--- src/rtl/fpmult_pkg.sv ---
// Shared definitions for the FP-multiplier scheduler: operand width, tag stage
// record and the one-hot helper used for grants and result strobes.
package fpmult_pkg;

  localparam int FP_W    = 32;
  localparam int MAX_REQ = 8;
  localparam int ID_W    = 3;

  typedef struct packed {
    logic            valid;
    logic [ID_W-1:0] id;
  } tag_t;

  function automatic logic [MAX_REQ-1:0] onehot(input logic [ID_W-1:0] idx);
    onehot      = '0;
    onehot[idx] = 1'b1;
  endfunction

endpackage

--- src/rtl/fpmult_scheduler_if.sv ---
// Requester-side bus of the FP-multiplier scheduler: packed operand pairs,
// one-hot grant and the routed result.
interface fpmult_scheduler_if #(
  parameter int NREQ = 4,
  parameter int IDW  = 3
);
  import fpmult_pkg::*;

  // Handshake: requester i holds req_valid[i] with stable operands; the pair is
  // taken in the cycle where req_valid[i] & req_ready[i]. res_valid has no
  // ready and must be consumed in the cycle it is presented.
  logic [NREQ-1:0]      req_valid;
  logic [FP_W*NREQ-1:0] req_a;
  logic [FP_W*NREQ-1:0] req_b;
  logic [NREQ-1:0]      req_ready;
  logic [NREQ-1:0]      res_valid;
  logic [FP_W-1:0]      res_z;
  logic [IDW-1:0]       res_id;

  modport master (
    output req_valid, req_a, req_b,
    input  req_ready, res_valid, res_z, res_id
  );

  modport slave (
    input  req_valid, req_a, req_b,
    output req_ready, res_valid, res_z, res_id
  );

endinterface

--- src/rtl/fpmult_rr_arbiter.sv ---
// Combinational round-robin grant for the scheduler. With FPMULT_SCHED_PRIO_EN
// defined, requester 0 wins outright and the rest rotate among themselves.
module fpmult_rr_arbiter
  import fpmult_pkg::*;
#(
  parameter int NREQ = 4
) (
  input  logic [NREQ-1:0] req,
  input  logic [ID_W-1:0] ptr,
  input  logic            halt,
  output logic [NREQ-1:0] grant,
  output logic [ID_W-1:0] grant_idx,
  output logic            grant_vld
);

  logic [NREQ-1:0] rr_req;
  logic [NREQ-1:0] rot;
  logic            found;
  logic [ID_W:0]   cand;

  always_comb begin
`ifdef FPMULT_SCHED_PRIO_EN
    rr_req = {req[NREQ-1:1], 1'b0};
`else
    rr_req = req;
`endif
    // Rotate so bit 0 is the requester at ptr; first set bit wins.
    rot       = NREQ'({rr_req, rr_req} >> ptr);
    found     = 1'b0;
    grant_idx = '0;
    cand      = '0;
    for (int j = 0; j < NREQ; j++) begin
      if (!found && rot[j]) begin
        found = 1'b1;
        cand  = {1'b0, ptr} + (ID_W+1)'(j);
        if (cand >= (ID_W+1)'(NREQ)) cand = cand - (ID_W+1)'(NREQ);
        grant_idx = cand[ID_W-1:0];
      end
    end
`ifdef FPMULT_SCHED_PRIO_EN
    if (req[0]) begin
      found     = 1'b1;
      grant_idx = '0;
    end
`endif
    grant_vld = found && !halt;
    grant     = grant_vld ? NREQ'(onehot(grant_idx)) : '0;
  end

endmodule

--- src/rtl/fpmult_scheduler.sv ---
// Shares one fixed-latency FP multiplier among NREQ requesters, tagging each
// operation so its product returns to the issuer. Option: FPMULT_SCHED_PRIO_EN.
module fpmult_scheduler
  import fpmult_pkg::*;
#(
  parameter int NREQ = 4,
  parameter int LAT  = 4,
  parameter int IDW  = 3
) (
  input  logic             clk,
  input  logic             rst,
  fpmult_scheduler_if.slave rq,
  input  logic             halt,
  output logic             mul_valid,
  output logic [FP_W-1:0]  mul_a,
  output logic [FP_W-1:0]  mul_b,
  input  logic [FP_W-1:0]  mul_z,
  output logic [3:0]       inflight,
  output logic             idle
);

  logic [NREQ-1:0] grant;
  logic [ID_W-1:0] grant_idx;
  logic            accept;

  logic [ID_W-1:0] ptr_q, ptr_d;
  logic            mul_valid_q, mul_valid_d;
  logic [FP_W-1:0] mul_a_q, mul_a_d;
  logic [FP_W-1:0] mul_b_q, mul_b_d;
  tag_t            tag_q [LAT+1];
  tag_t            tag_d [LAT+1];
  logic [NREQ-1:0] res_valid_q, res_valid_d;
  logic [FP_W-1:0] res_z_q, res_z_d;
  logic [IDW-1:0]  res_id_q, res_id_d;
  logic [3:0]      inflight_q, inflight_d;

  logic [FP_W-1:0] win_a, win_b;
  logic            ret_vld;

  fpmult_rr_arbiter #(.NREQ(NREQ)) u_arb (
    .req       (rq.req_valid),
    .ptr       (ptr_q),
    .halt      (halt),
    .grant     (grant),
    .grant_idx (grant_idx),
    .grant_vld (accept)
  );

  always_comb begin
    win_a = '0;
    win_b = '0;
    for (int i = 0; i < NREQ; i++) begin
      if (grant[i]) begin
        win_a = rq.req_a[FP_W*i +: FP_W];
        win_b = rq.req_b[FP_W*i +: FP_W];
      end
    end
  end

  always_comb begin
    ptr_d = ptr_q;
`ifdef FPMULT_SCHED_PRIO_EN
    // Priority grants to requester 0 leave the rotation untouched.
    if (accept && grant_idx != '0)
`else
    if (accept)
`endif
      ptr_d = (grant_idx == ID_W'(NREQ-1)) ? '0 : grant_idx + 1'b1;
  end

  always_comb begin
    mul_valid_d = accept;
    mul_a_d     = accept ? win_a : mul_a_q;
    mul_b_d     = accept ? win_b : mul_b_q;
  end

  // Tag pipe runs alongside the multiplier; the last stage lines up with mul_z.
  always_comb begin
    tag_d[0] = '{valid: accept, id: grant_idx};
    for (int k = 1; k <= LAT; k++) tag_d[k] = tag_q[k-1];
  end

  always_comb begin
    ret_vld     = tag_q[LAT].valid;
    res_valid_d = ret_vld ? NREQ'(onehot(tag_q[LAT].id)) : '0;
    res_z_d     = ret_vld ? mul_z : res_z_q;
    res_id_d    = ret_vld ? IDW'(tag_q[LAT].id) : res_id_q;
    inflight_d  = inflight_q + {3'b000, accept} - {3'b000, ret_vld};
  end

  always_ff @(posedge clk or negedge rst) begin
    if (!rst) begin
      ptr_q       <= '0;
      mul_valid_q <= 1'b0;
      mul_a_q     <= '0;
      mul_b_q     <= '0;
      for (int k = 0; k <= LAT; k++) tag_q[k] <= '0;
      res_valid_q <= '0;
      res_z_q     <= '0;
      res_id_q    <= '0;
      inflight_q  <= '0;
    end else begin
      ptr_q       <= ptr_d;
      mul_valid_q <= mul_valid_d;
      mul_a_q     <= mul_a_d;
      mul_b_q     <= mul_b_d;
      for (int k = 0; k <= LAT; k++) tag_q[k] <= tag_d[k];
      res_valid_q <= res_valid_d;
      res_z_q     <= res_z_d;
      res_id_q    <= res_id_d;
      inflight_q  <= inflight_d;
    end
  end

  assign rq.req_ready = grant;
  assign rq.res_valid = res_valid_q;
  assign rq.res_z     = res_z_q;
  assign rq.res_id    = res_id_q;
  assign mul_valid    = mul_valid_q;
  assign mul_a        = mul_a_q;
  assign mul_b        = mul_b_q;
  assign inflight     = inflight_q;
  assign idle         = (inflight_q == '0) && !accept;

endmodule
--- src/flat_wrapper.sv ---
// flat-port wrapper written by rule: the top's interface ports become plain ports
module fpmult_scheduler_flat import fpmult_pkg::*;
#(
  parameter int NREQ = 4,
  parameter int LAT  = 4,
  parameter int IDW  = 3
)
  (clk, rst, halt, mul_valid, mul_a, mul_b, mul_z, inflight, idle, rq_req_valid, rq_req_a, rq_req_b, rq_req_ready, rq_res_valid, rq_res_z, rq_res_id);
  fpmult_scheduler_if #(.NREQ(NREQ), .IDW(IDW)) rq_i ();
  input  logic clk;
  input  logic rst;
  input  logic halt;
  output logic mul_valid;
  output logic [FP_W-1:0] mul_a;
  output logic [FP_W-1:0] mul_b;
  input  logic [FP_W-1:0] mul_z;
  output logic [3:0] inflight;
  output logic idle;
  input wire logic [$bits(rq_i.req_valid)-1:0] rq_req_valid;
  input wire logic [$bits(rq_i.req_a)-1:0] rq_req_a;
  input wire logic [$bits(rq_i.req_b)-1:0] rq_req_b;
  output wire logic [$bits(rq_i.req_ready)-1:0] rq_req_ready;
  output wire logic [$bits(rq_i.res_valid)-1:0] rq_res_valid;
  output wire logic [$bits(rq_i.res_z)-1:0] rq_res_z;
  output wire logic [$bits(rq_i.res_id)-1:0] rq_res_id;
  assign rq_i.req_valid = rq_req_valid;
  assign rq_i.req_a = rq_req_a;
  assign rq_i.req_b = rq_req_b;
  assign rq_req_ready = rq_i.req_ready;
  assign rq_res_valid = rq_i.res_valid;
  assign rq_res_z = rq_i.res_z;
  assign rq_res_id = rq_i.res_id;
  fpmult_scheduler #(.NREQ(NREQ), .LAT(LAT), .IDW(IDW)) u_core (.clk(clk), .rst(rst), .rq(rq_i), .halt(halt), .mul_valid(mul_valid), .mul_a(mul_a), .mul_b(mul_b), .mul_z(mul_z), .inflight(inflight), .idle(idle));
endmodule
--- config.mk ---
export PLATFORM = sky130hd
export DESIGN_NAME = fpmult_scheduler_flat
export DESIGN_NICKNAME = d
export VERILOG_FILES = /design/src/rtl/fpmult_pkg.sv /design/src/rtl/fpmult_scheduler_if.sv /design/src/rtl/fpmult_rr_arbiter.sv /design/src/rtl/fpmult_scheduler.sv /design/src/flat_wrapper.sv
export SDC_FILE = /design/constraint.sdc
export NUM_CORES = 1
export LEC_CHECK = 0
export CORE_ASPECT_RATIO = 1.25
export CORE_MARGIN = 4
export CORE_UTILIZATION = 30
export DETAILED_ROUTE_END_ITERATION = 6
export GPL_ROUTABILITY_DRIVEN = 0
export PLACE_DENSITY = 0.6
export SLEW_MARGIN = 20
export SYNTH_ARGS = -nofsm -noshare
export SYNTH_HDL_FRONTEND = slang
export SYNTH_SLANG_ARGS = --single-unit
--- constraint.sdc ---
create_clock -name clk -period 5.5 [get_ports clk]
set_clock_uncertainty 0.05 [all_clocks]
set_input_delay 1.65 -clock clk [delete_from_list [all_inputs] [get_ports clk]]
set_output_delay 1.65 -clock clk [all_outputs]
set_load 0.005 [all_outputs]
Yosys cells after proc, flatten, opt, wreduce, memory -nomap -nowiden

Cells that the tools add are included.

Reductions and logical operators: 13
Magnitude comparators: 8
Shift-type cells: 1
$add $sub $neg: 10
Muxes and demuxes: 27
Eq/ne operators: 1

Operators by type and width:

| operator                                                    | number |
|---|---|
| 2-to-1 mux 32 bit                                           | 8 |
| 2-to-1 mux 3 bit                                            | 9 |
| >= comparator 4 x 3 -> 1 bit (second input constant)        | 3 |
| subtractor 3 bit (second input constant)                    | 4 |
| adder 3 x 2 -> 4 bit (second input constant)                | 2 |
| less-than comparator 3 x 4 -> 1 bit (second input constant) | 2 |
| 2-to-1 mux 4 bit                                            | 2 |
| >> shifter 8 x 3 -> 4 bit                                   | 1 |
| logical AND 1 bit                                           | 7 |
| demux 1 bit (select 3 bit)                                  | 2 |
| >= comparator 3 x 1 -> 1 bit (second input constant)        | 2 |
| 2-to-1 mux 1 bit                                            | 6 |
| zero test 1 bit                                             | 5 |
| adder 3 x 1 -> 4 bit (second input constant)                | 1 |
| adder 4 x 1 -> 4 bit                                        | 1 |
| zero test 4 bit                                             | 1 |
| subtractor 4 x 1 -> 4 bit                                   | 1 |
| adder 3 x 1 -> 3 bit (second input constant)                | 1 |
| equality test 3 x 2 -> 1 bit (second input constant)        | 1 |
| >= comparator 3 bit (second input constant)                 | 1 |

Output and inout bits: 113
Input bits: 295
Register bits after elaboration: 130

Logic depth before layout (Yosys ltp)

Gate-level depths: netlist of run 1.

Depth after elaboration: 20
Depth in mapped cells: 13
Mapped depth without buffers: 10

Hierarchy

Synthesis of run 1 repeated with hierarchy kept, for this count alone.

Cell total of the unflattened synthesis: 635
Area total of the unflattened synthesis: 6,473.7 um^2

By module, submodules not included:

| module            | area an instance (um^2) | cells an instance | instances | sequential area each (um^2) |
|---|---|---|---|---|
| fpmult_scheduler  | 6,054.6                 | 577               | 1         | 3,253.1 |
| fpmult_rr_arbiter | 419.2                   | 58                | 1         | 0.0 |

Worst setup path after synthesis of run 1

No wires, ideal clock.

Path type: input-to-output
From: input rq_req_valid[0]
To: output rq_req_ready[2]
Path slack: 0.600 ns
Arrival time: 3.200 ns
Path buffers: 1
Stages: 7
Path through: nor2b_1 mux4_2 o21a_1 or3_1 nand2_2 buf_2 and2_1

Word-level cells in the longest chain between the ends: 16
Elaborated cells on any way between the ends: 22

RTL lines:

| item                                                                                                             | line                    | RTL |
|---|---|---|
| start, declared                                                                                                  | flat_wrapper.sv:19      | `input wire logic [$bits(rq_i.req_valid)-1:0] rq_req_valid;` |
| >> shifter 8 x 3 -> 4 bit (*)                                                                                    | fpmult_rr_arbiter.sv:28 | `rot = NREQ'({rr_req, rr_req} >> ptr);` |
| 2-to-1 mux 1 bit                                                                                                 | fpmult_rr_arbiter.sv:33 | `if (!found && rot[j]) begin` |
| zero test 1 bit                                                                                                  | fpmult_rr_arbiter.sv:33 |  |
| logical AND 1 bit                                                                                                | fpmult_rr_arbiter.sv:33 |  |
| 2-to-1 mux 1 bit                                                                                                 | fpmult_rr_arbiter.sv:33 |  |
| zero test 1 bit                                                                                                  | fpmult_rr_arbiter.sv:33 |  |
| logical AND 1 bit                                                                                                | fpmult_rr_arbiter.sv:33 |  |
| 2-to-1 mux 1 bit                                                                                                 | fpmult_rr_arbiter.sv:33 |  |
| zero test 1 bit                                                                                                  | fpmult_rr_arbiter.sv:33 |  |
| logical AND 1 bit                                                                                                | fpmult_rr_arbiter.sv:33 |  |
| 2-to-1 mux 3 bit                                                                                                 | fpmult_rr_arbiter.sv:33 |  |
| less-than comparator 3 x 4 -> 1 bit (implied by the code) / >= comparator 3 x 1 -> 1 bit (equally long branches) | fpmult_pkg.sv:16        | `onehot[idx] = 1'b1;` |
| logical AND 1 bit (implied by the code)                                                                          | fpmult_pkg.sv:16        |  |
| 2-to-1 mux 1 bit (implied by the code)                                                                           | fpmult_pkg.sv:16        |  |
| demux 1 bit (select 3 bit)                                                                                       | fpmult_pkg.sv:16        |  |
| 2-to-1 mux 4 bit (*)                                                                                             | fpmult_rr_arbiter.sv:47 | `grant = grant_vld ? NREQ'(onehot(grant_idx)) : '0;` |
| end, declared                                                                                                    | flat_wrapper.sv:22      | `output wire logic [$bits(rq_i.req_ready)-1:0] rq_req_ready;` |

Every way passes the cells marked *; elsewhere a longest branch is shown, timed or not.

Worst setup path in the final report of run 1

From: input rq_req_valid[2]
To: output rq_req_ready[2]

The elaborated chain is that of the path after synthesis.

==> summary.txt, run 1 <==
RSZ-0062 raised after global routing - false
worst hold margin - 291 ps
post-route setup slack - 51.2 ps
Layout fillers - 2849
Final Hold Fails - 0
Distinct cells, synth - 61
status - complete, no violations
Post-synth EDFFs - 0
Syn Area/Cell - 9.92 sq um
Iter 0 DRT Violations - 833
CP top delay family - buffers and inverters
reg2reg setup slack - 1980 ps
clk root buf - clkbuf_16
Synthesized Nets - 1243
cell area after synthesis - 0.00933 sq mm
max cap viols - 0
min-delay worst type - flop to flop
hpwl dp - 27.0 mm
Cells after Synth - 940
Final period util - 99.1%
cells on worst reg2reg path - 9
worst-path cell chain - clkdlybuf4s50_1 -> buf_4 -> a21o_1 -> nor3b_2 -> o211ai_4 -> buf_6 -> buf_4 -> o22a_1 -> nand2_2 -> and2_4 -> clkdlybuf4s15_2
fraction of registers with async set/reset - 100%
Ports - 408
Synth Warn # - 0
clock latency on the worst-skew pair - 430 ps
CP bufs+invs - 5
Slew @ Worst Pin - 1020 ps
Via-to-Cell Ratio - 5.74
die width - 166 um
number of synthesized register bits - 130
Critical Path Most Common Cell - buf_4
H-tree Lvls - 4
worst r2r src - u_core.ptr_q[0]$_DFFE_PN0P_
Largest stage delay, worst path - 440 ps
post-synthesis simple-gate area fraction - 9.59%
Max IR drop VDD - 0.595 mV
launch point of the worst hold path - u_core.tag_d[5]$_DFF_PN0_
Slew headroom - 31.7%
mux cell area share after synthesis - 6.61%
critical path arrival - 3750 ps
register area share after synthesis - 34.9%
total number of vias - 9901
grt peak-use layer - met2
kind of critical path - input pin to output pin
post-place setup slack - -418 ps
Max Fclk - 0.184 GHz
final worst path period need - 5450 ps
clock-pin slew on the worst setup and hold paths - 60 ps
Leak Pwr - 5.37 nW
post-synthesis xor/xnor area fraction - 0.188%
Synth Area in Compound Gates - 40.5%
number of CTS-inserted buffers - 17
DIE AREA - 0.0340 sq mm
area grow syn2layout - 54.1%
first-pass GRT wire length - 60.1 mm
Setup-failing EPs final - 0
pwr/cell area - 569 mW/mm^2
Worst Path Required - 3800 ps
CTS tree - built
Tot GR Track Use - 22.1%
largest net degree at the start of global routing - 89
maximum fanout along the worst path - 5
Critical-path top delay cell - clkdlybuf4s50_1
Cell Rows - 71
ys flop type - dfrtp_1
Chip Height - 205 um
CORE AREA - 0.0304 sq mm
vias in the first global route - 9674
Routed WL per cell - 22.9 um
TNS Setup - 0 ps
Crit. End Element - output pin
met1 Resource Use GR - 29.0%
CP Launch Type - input pin
r2r endpoint - u_core.mul_a[31]$_DFFE_PN0P_
DRC violations left - 0
# hold bufs at CTS - 0
Nets - 1611
total global routing overflow - 0
Port Buffers - 407
Total Wirelength - 39.4 mm
initial antenna violation count - 1
Starting Density - 30.7%
met3 Use GR - 4.34%
met2 Use GR - 36.9%
layout cells sized above 1 - 16.6%
Worst Hold Endpoint - u_core.tag_d[1]$_DFF_PN0_
DRT Pass-1 Iters - 5
clk sink count - 130
adder-cell share of the synthesized area - 1.15%
ANT nets after route - 0
largest family of logic cells by synthesized area - compound AO/OA/AOI/OAI gates
WHS Path Cells - 0
Clock Path Buffers - 2
fin. max-slew vios - 0
cells in the mapped netlist, types with 17 or more instances:
library cell	n	area share [%]
o221ai_2	45	7.2
o21a_1	67	5.4
a21oi_1	17	0.91
nor3_1	17	0.91
nand2_1	134	5.4
clkbuf_1	49	2.0
mux2_2	49	5.9
dfrtp_1	130	35
buf_2	37	2.0
o221ai_1	83	7.8
o22ai_1	65	4.4
a221o_1	64	6.9
a22oi_1	49	3.9
cell families (layout without fill, tap and decap cells):
| family | after synthesis | in the layout |
|---|---|---|
| AO/OA/AOI/OAI | 423 | 423 |
| AND/OR/NAND/NOR | 199 | 199 |
| flip-flops | 130 | 130 |
| buffers and inverters | 124 | 505 |
| multiplexers | 53 | 53 |
| adder cells (fa/ha/maj) | 8 | 8 |
| XOR/XNOR | 2 | 2 |
| other | 1 | 4 |
per-layer routing:
| layer | share of wire [%] | wire, um | up-vias |
|---|---|---|---|
| met4 | 2.5 | 969 | 0 |
| met5 | 0 | 0 | - |
| li1 | - | - | 4539 |
| met1 | 41 | 16200 | 4854 |
| met3 | 6.4 | 2510 | 54 |
| met2 | 50 | 19700 | 454 |
state kept, by name, summed over array words and instances (netlist names):
register             flops
u_core.rq.res_id         3
u_core.mul_valid         1
u_core.ptr_q             3
u_core.ret_vld           1
u_core.rq.res_valid      4
u_core.mul_a            32
u_core.mul_b            32
u_core.inflight          4
u_core.tag_d            15
u_core.tag_q             3
u_core.rq.res_z         32
how the worst max path moves through the flow:
stage                      endpoint       startpoint  slack, ps  cells past startpoint
CTS                 rq_req_ready[3]  rq_req_valid[3]        -60                     11
floorplan           rq_req_ready[2]  rq_req_valid[0]        600                      7
global placement    rq_req_ready[2]  rq_req_valid[0]       -400                      8
finish              rq_req_ready[2]  rq_req_valid[2]         50                     11
global route        rq_req_ready[2]  rq_req_valid[2]          2                     11
detailed placement  rq_req_ready[3]  rq_req_valid[1]       -420                      9
through the flow:
stage          instances  util [%]  area, sq um  power (mW)
4_1_cts             1721      47.3        14400        8.24
2_1_floorplan        940         -         9330        5.05
3_3_place_gp        1684      45.1        13700        6.85
6_report            1725      47.3        14400        8.17
3_5_place_dp        1684      45.1        13700        6.92
5_1_grt             1723      47.3        14400        8.75
timing repair:
item,4_1_cts,5_1_grt
setup endpoints to repair,5,4
pin swaps,3,3
setup buffers,5,1
resized for setup,23,4
final cells by class:
| class | instances | area (sq um) | share of cell area [%] |
|---|---|---|---|
| multi-input combinational | 686 | 5470 | 38.1 |
| tap | 401 | 502 | 3.49 |
| clock buffer | 19 | 443 | 3.08 |
| antenna | 3 | 7.51 | 0.0522 |
| inverter | 15 | 57.6 | 0.401 |
| timing repair buffer | 458 | 4460 | 31.1 |
| sequential | 130 | 3260 | 22.7 |
| clock inverter | 13 | 171 | 1.19 |
power by group:
part	switching, mW	internal, mW
combinational	2.93	2.41
sequential	0.259	1.35
clock	0.487	0.735
placed cells by master (no fill, tap or decap), drive strengths merged, types with 7 or more instances in the layout:
cell type / synthesis / layout
a221o: 64 / 64
a21oi: 17 / 17
buf: 60 / 54
nand2: 136 / 136
nor2: 17 / 17
clkdlybuf4s50: 0 / 398
ha: 7 / 7
o211ai: 16 / 16
mux2: 49 / 49
o21a: 67 / 67
clkbuf: 49 / 20
a22oi: 49 / 49
o22ai: 65 / 65
o221ai: 129 / 129
dfrtp: 130 / 130
nor3: 18 / 18
inv: 14 / 20
worst reg2reg max path: stages (launching register included):
cell and delay, ps:
dfrtp_4 720, inv_2 140, ha_1 460, o21ba_2 200, o2111ai_1 170, nand4_1 220, nand2b_1 160, o21bai_4 140
buf_4 730, o221ai_1 360
Note: power is estimated with default switching activity, not from simulation.
==> run 2, diff against run 1 <==
--- a/config.mk
+++ b/config.mk
@@ -8,6 +8,7 @@
 export CORE_ASPECT_RATIO = 1.25
 export CORE_MARGIN = 4
 export CORE_UTILIZATION = 30
+export CTS_CLUSTER_DIAMETER = 150
 export DETAILED_ROUTE_END_ITERATION = 6
 export GPL_ROUTABILITY_DRIVEN = 0
 export PLACE_DENSITY = 0.6
==> constraint.sdc (replaced) <==
create_clock -name clk -period 6 [get_ports clk]
set_clock_uncertainty 0.05 [all_clocks]
set_input_delay 1.8 -clock clk [delete_from_list [all_inputs] [get_ports clk]]
set_output_delay 1.8 -clock clk [all_outputs]
set_load 0.005 [all_outputs]
==> run 2 against run 1 <==
Effect of this change: register-to-register slack improved by 80 ps; clock power decreased by 11%; sequential power decreased by 7%; first-iteration DRC count decreased by 18%; highest routed layer unchanged; count of clock-buffer cells in the layout decreased by 1; largest power group unchanged; cell area decreased by 0.33%; cell count decreased by 0.41%; critical path depth decreased by 2; core utilization decreased by 0.16 points; total power decreased by 9.0%; combinational power decreased by 8.8%; routed wire length increased by 0.14%.
==> summary.txt, run 2 (synthesis results as in run 1) <==
status - complete, no violations
area post-placement - 0.0137 sq mm (about the same)
Pwr Total - 7.43 mW (-9.0%)
worst r2r src - u_core.ptr_q[0]$_DFFE_PN0P_
Final Instance Area - 0.0143 sq mm (-0.33%)
Setup-failing EPs final - 0 (unchanged)
Crit. End Element - output pin
Starting Density - 30.7% (unchanged)
total number of vias - 9957 (+0.57%)
Final period util - 96.2%
worst hold margin - 293 ps (+2.65 ps)
r2r endpoint - u_core.mul_a[17]$_DFFE_PN0P_
Routed WL per cell - 23.0 um (+0.55%)
kind of critical path - input pin to output pin
number of CTS-inserted buffers - 17 (unchanged)
post-route setup slack - 228 ps (+177 ps)
clock latency on the worst-skew pair - 420 ps (about the same)
CORE AREA - 0.0304 sq mm (unchanged)
Max Fclk - 0.173 GHz
Layout fillers - 2923 (+2.6%)
first-pass GRT wire length - 59.4 mm (-1.2%)
critical path arrival - 3920 ps (+170 ps)
reg2reg setup slack - 2060 ps (+80 ps)
clock-pin slew on the worst setup and hold paths - 60 ps (about the same)
Cell Rows - 71 (unchanged)
largest net degree at the start of global routing - 106 (+19%)
ANT nets after route - 0 (unchanged)
cells on worst reg2reg path - 7 (-2)
clk sink count - 130 (unchanged)
Nets - 1605 (-0.37%)
maximum fanout along the worst path - 4 (-1)
Ports - 408 (unchanged)
Multi-input gate area - 0.00545 sq mm (-0.30%)
layout cells sized above 1 - 15.7% (-0.84 points)
Iter 0 DRT Violations - 684 (-18%)
CP Launch Type - input pin
post-place setup slack - -213 ps (+205 ps)
RSZ-0062 raised after global routing - false
most frequent cells in the layout - 398 x clkdlybuf4s50_1, 134 x nand2_1, 129 x dfrtp_1, 83 x o221ai_1, 66 x o21a_1
die width - 166 um (unchanged)
Largest stage delay, worst path - 530 ps (+90 ps)
Worst setup endpoint - idle
clk root buf - clkbuf_16
Tot GR Track Use - 22.0% (-0.17 points)
H-tree Lvls - 4 (unchanged)
DIE AREA - 0.0340 sq mm (unchanged)
Port Buffers - 407 (unchanged)
Slew headroom - 30.4% (-1.2 points)
pwr/cell area - 519 mW/mm^2 (-8.7%)
Final Hold Fails - 0 (unchanged)
min-delay worst type - flop to flop
total global routing overflow - 0 (unchanged)
DRC violations left - 0 (unchanged)
Chip Height - 205 um (unchanged)
worst-path cell chain - dlygate4sd2_1 -> mux4_2 -> clkinv_2 -> o211ai_4 -> buf_6 -> nor3_1 -> or2_4 -> and4_1 -> clkdlybuf4s50_1
CP Launch Point - rq_req_valid[1]
hpwl dp - 26.9 mm (-0.58%)
Max IR drop VDD - 0.320 mV (-46%)
final worst path period need - 5770 ps
most common cell after layout, fill and taps aside - clkdlybuf4s50_1
Critical-path top delay cell - mux4_2
Leak Pwr - 5.35 nW (-0.37%)
Slew @ Worst Pin - 1040 ps (+18.4 ps)
Via-to-Cell Ratio - 5.80 (+0.98%)
area grow syn2layout - 53.6%
CTS tree - built
DRT Pass-1 Iters - 5 (unchanged)
vias in the first global route - 9818 (+1.5%)
fin. max-slew vios - 0 (unchanged)
area occupied by registers - 0.00326 sq mm (unchanged)
initial antenna violation count - 0 (-1)
Clock Path Buffers - 2 (unchanged)
Worst Path Required - 4150 ps (+350 ps)
max cap viols - 0 (unchanged)
Total Wirelength - 39.5 mm (+0.14%)
==> run 2: cell count changes in the layout (fill, tap and decap cells not counted), moves of 2 or more <==
| cell | before | now |
|---|---|---|
| clkinv_2 | 3 | 1 |
| dlymetal6s2s_1 | 1 | 3 |
| buf_2 | 2 | 0 |
| buf_4 | 48 | 40 |
| clkinv_4 | 1 | 3 |
==> run 2: cell type report <==
type	instances	area share (%)
clock inverters	14	1.17
inverters	15	0.402
repair buffers	452	31.1
diodes	2	0.0349
clock buffers	18	3.00
multi-input cells	686	38.1
well taps	401	3.50
flip-flops and latches	130	22.7
==> run 2: repair_timing <==
action,in CTS,in global routing
hold buffers,0,0
endpoints found under the setup margin,5,4
hold endpoints to repair,0,0
resized for setup,9,6
pin swaps,0,2
buffers inserted,1,1
==> run 2: routing by layer <==
layer	track usage (%)	up-vias	wire length (um)	share of wire, %
met4	7.72	0	1090	2.8
met2	37.9	475	19900	50
met1	27.3	4902	15800	40
met3	4.56	54	2650	6.7
li1	-	4526	-	-
met5	0	-	0	0
==> run 2: worst min-delay path by stage <==
stage / startpoint / end / depth (start not counted)
detailed placement: u_core.tag_d[8]$_DFF_PN0_ / u_core.tag_d[4]$_DFF_PN0_ / 0
floorplan: u_core.tag_d[3]$_DFF_PN0_ / u_core.ret_vld$_DFF_PN0_ / 0
finish: u_core.tag_d[2]$_DFF_PN0_ / u_core.tag_q[2]$_DFF_PN0_ / 0
CTS: u_core.tag_d[2]$_DFF_PN0_ / u_core.tag_q[2]$_DFF_PN0_ / 0
global route: u_core.tag_d[8]$_DFF_PN0_ / u_core.tag_d[4]$_DFF_PN0_ / 0
global placement: u_core.tag_d[7]$_DFF_PN0_ / u_core.tag_d[3]$_DFF_PN0_ / 0
==> run 2: critical path: cells and delay by family <==
family | cells | cell delay, ps
AO/OA/AOI/OAI | 1 | 80
buffers and inverters | 4 | 1010
multiplexers | 1 | 530
AND/OR/NAND/NOR | 3 | 490
==> run 2: report_power, final <==
group | total (mW) | internal, mW | switching [mW]
Sequential | 1.49 | 1.23 | 0.257
Clock | 1.08 | 0.627 | 0.449
Combinational | 4.87 | 2.19 | 2.68
Total | 7.43 | 4.05 | 3.38
==> run 2: metrics by stage <==
step / instances / TNS, ps / utilization [%]
2_1_floorplan: 940 / 0 / -
3_3_place_gp: 1682 / -778 / 45.0
3_5_place_dp: 1682 / -860 / 45.0
4_1_cts: 1715 / 0 / 47.0
5_1_grt: 1716 / 0 / 47.1
6_report: 1718 / 0 / 47.1
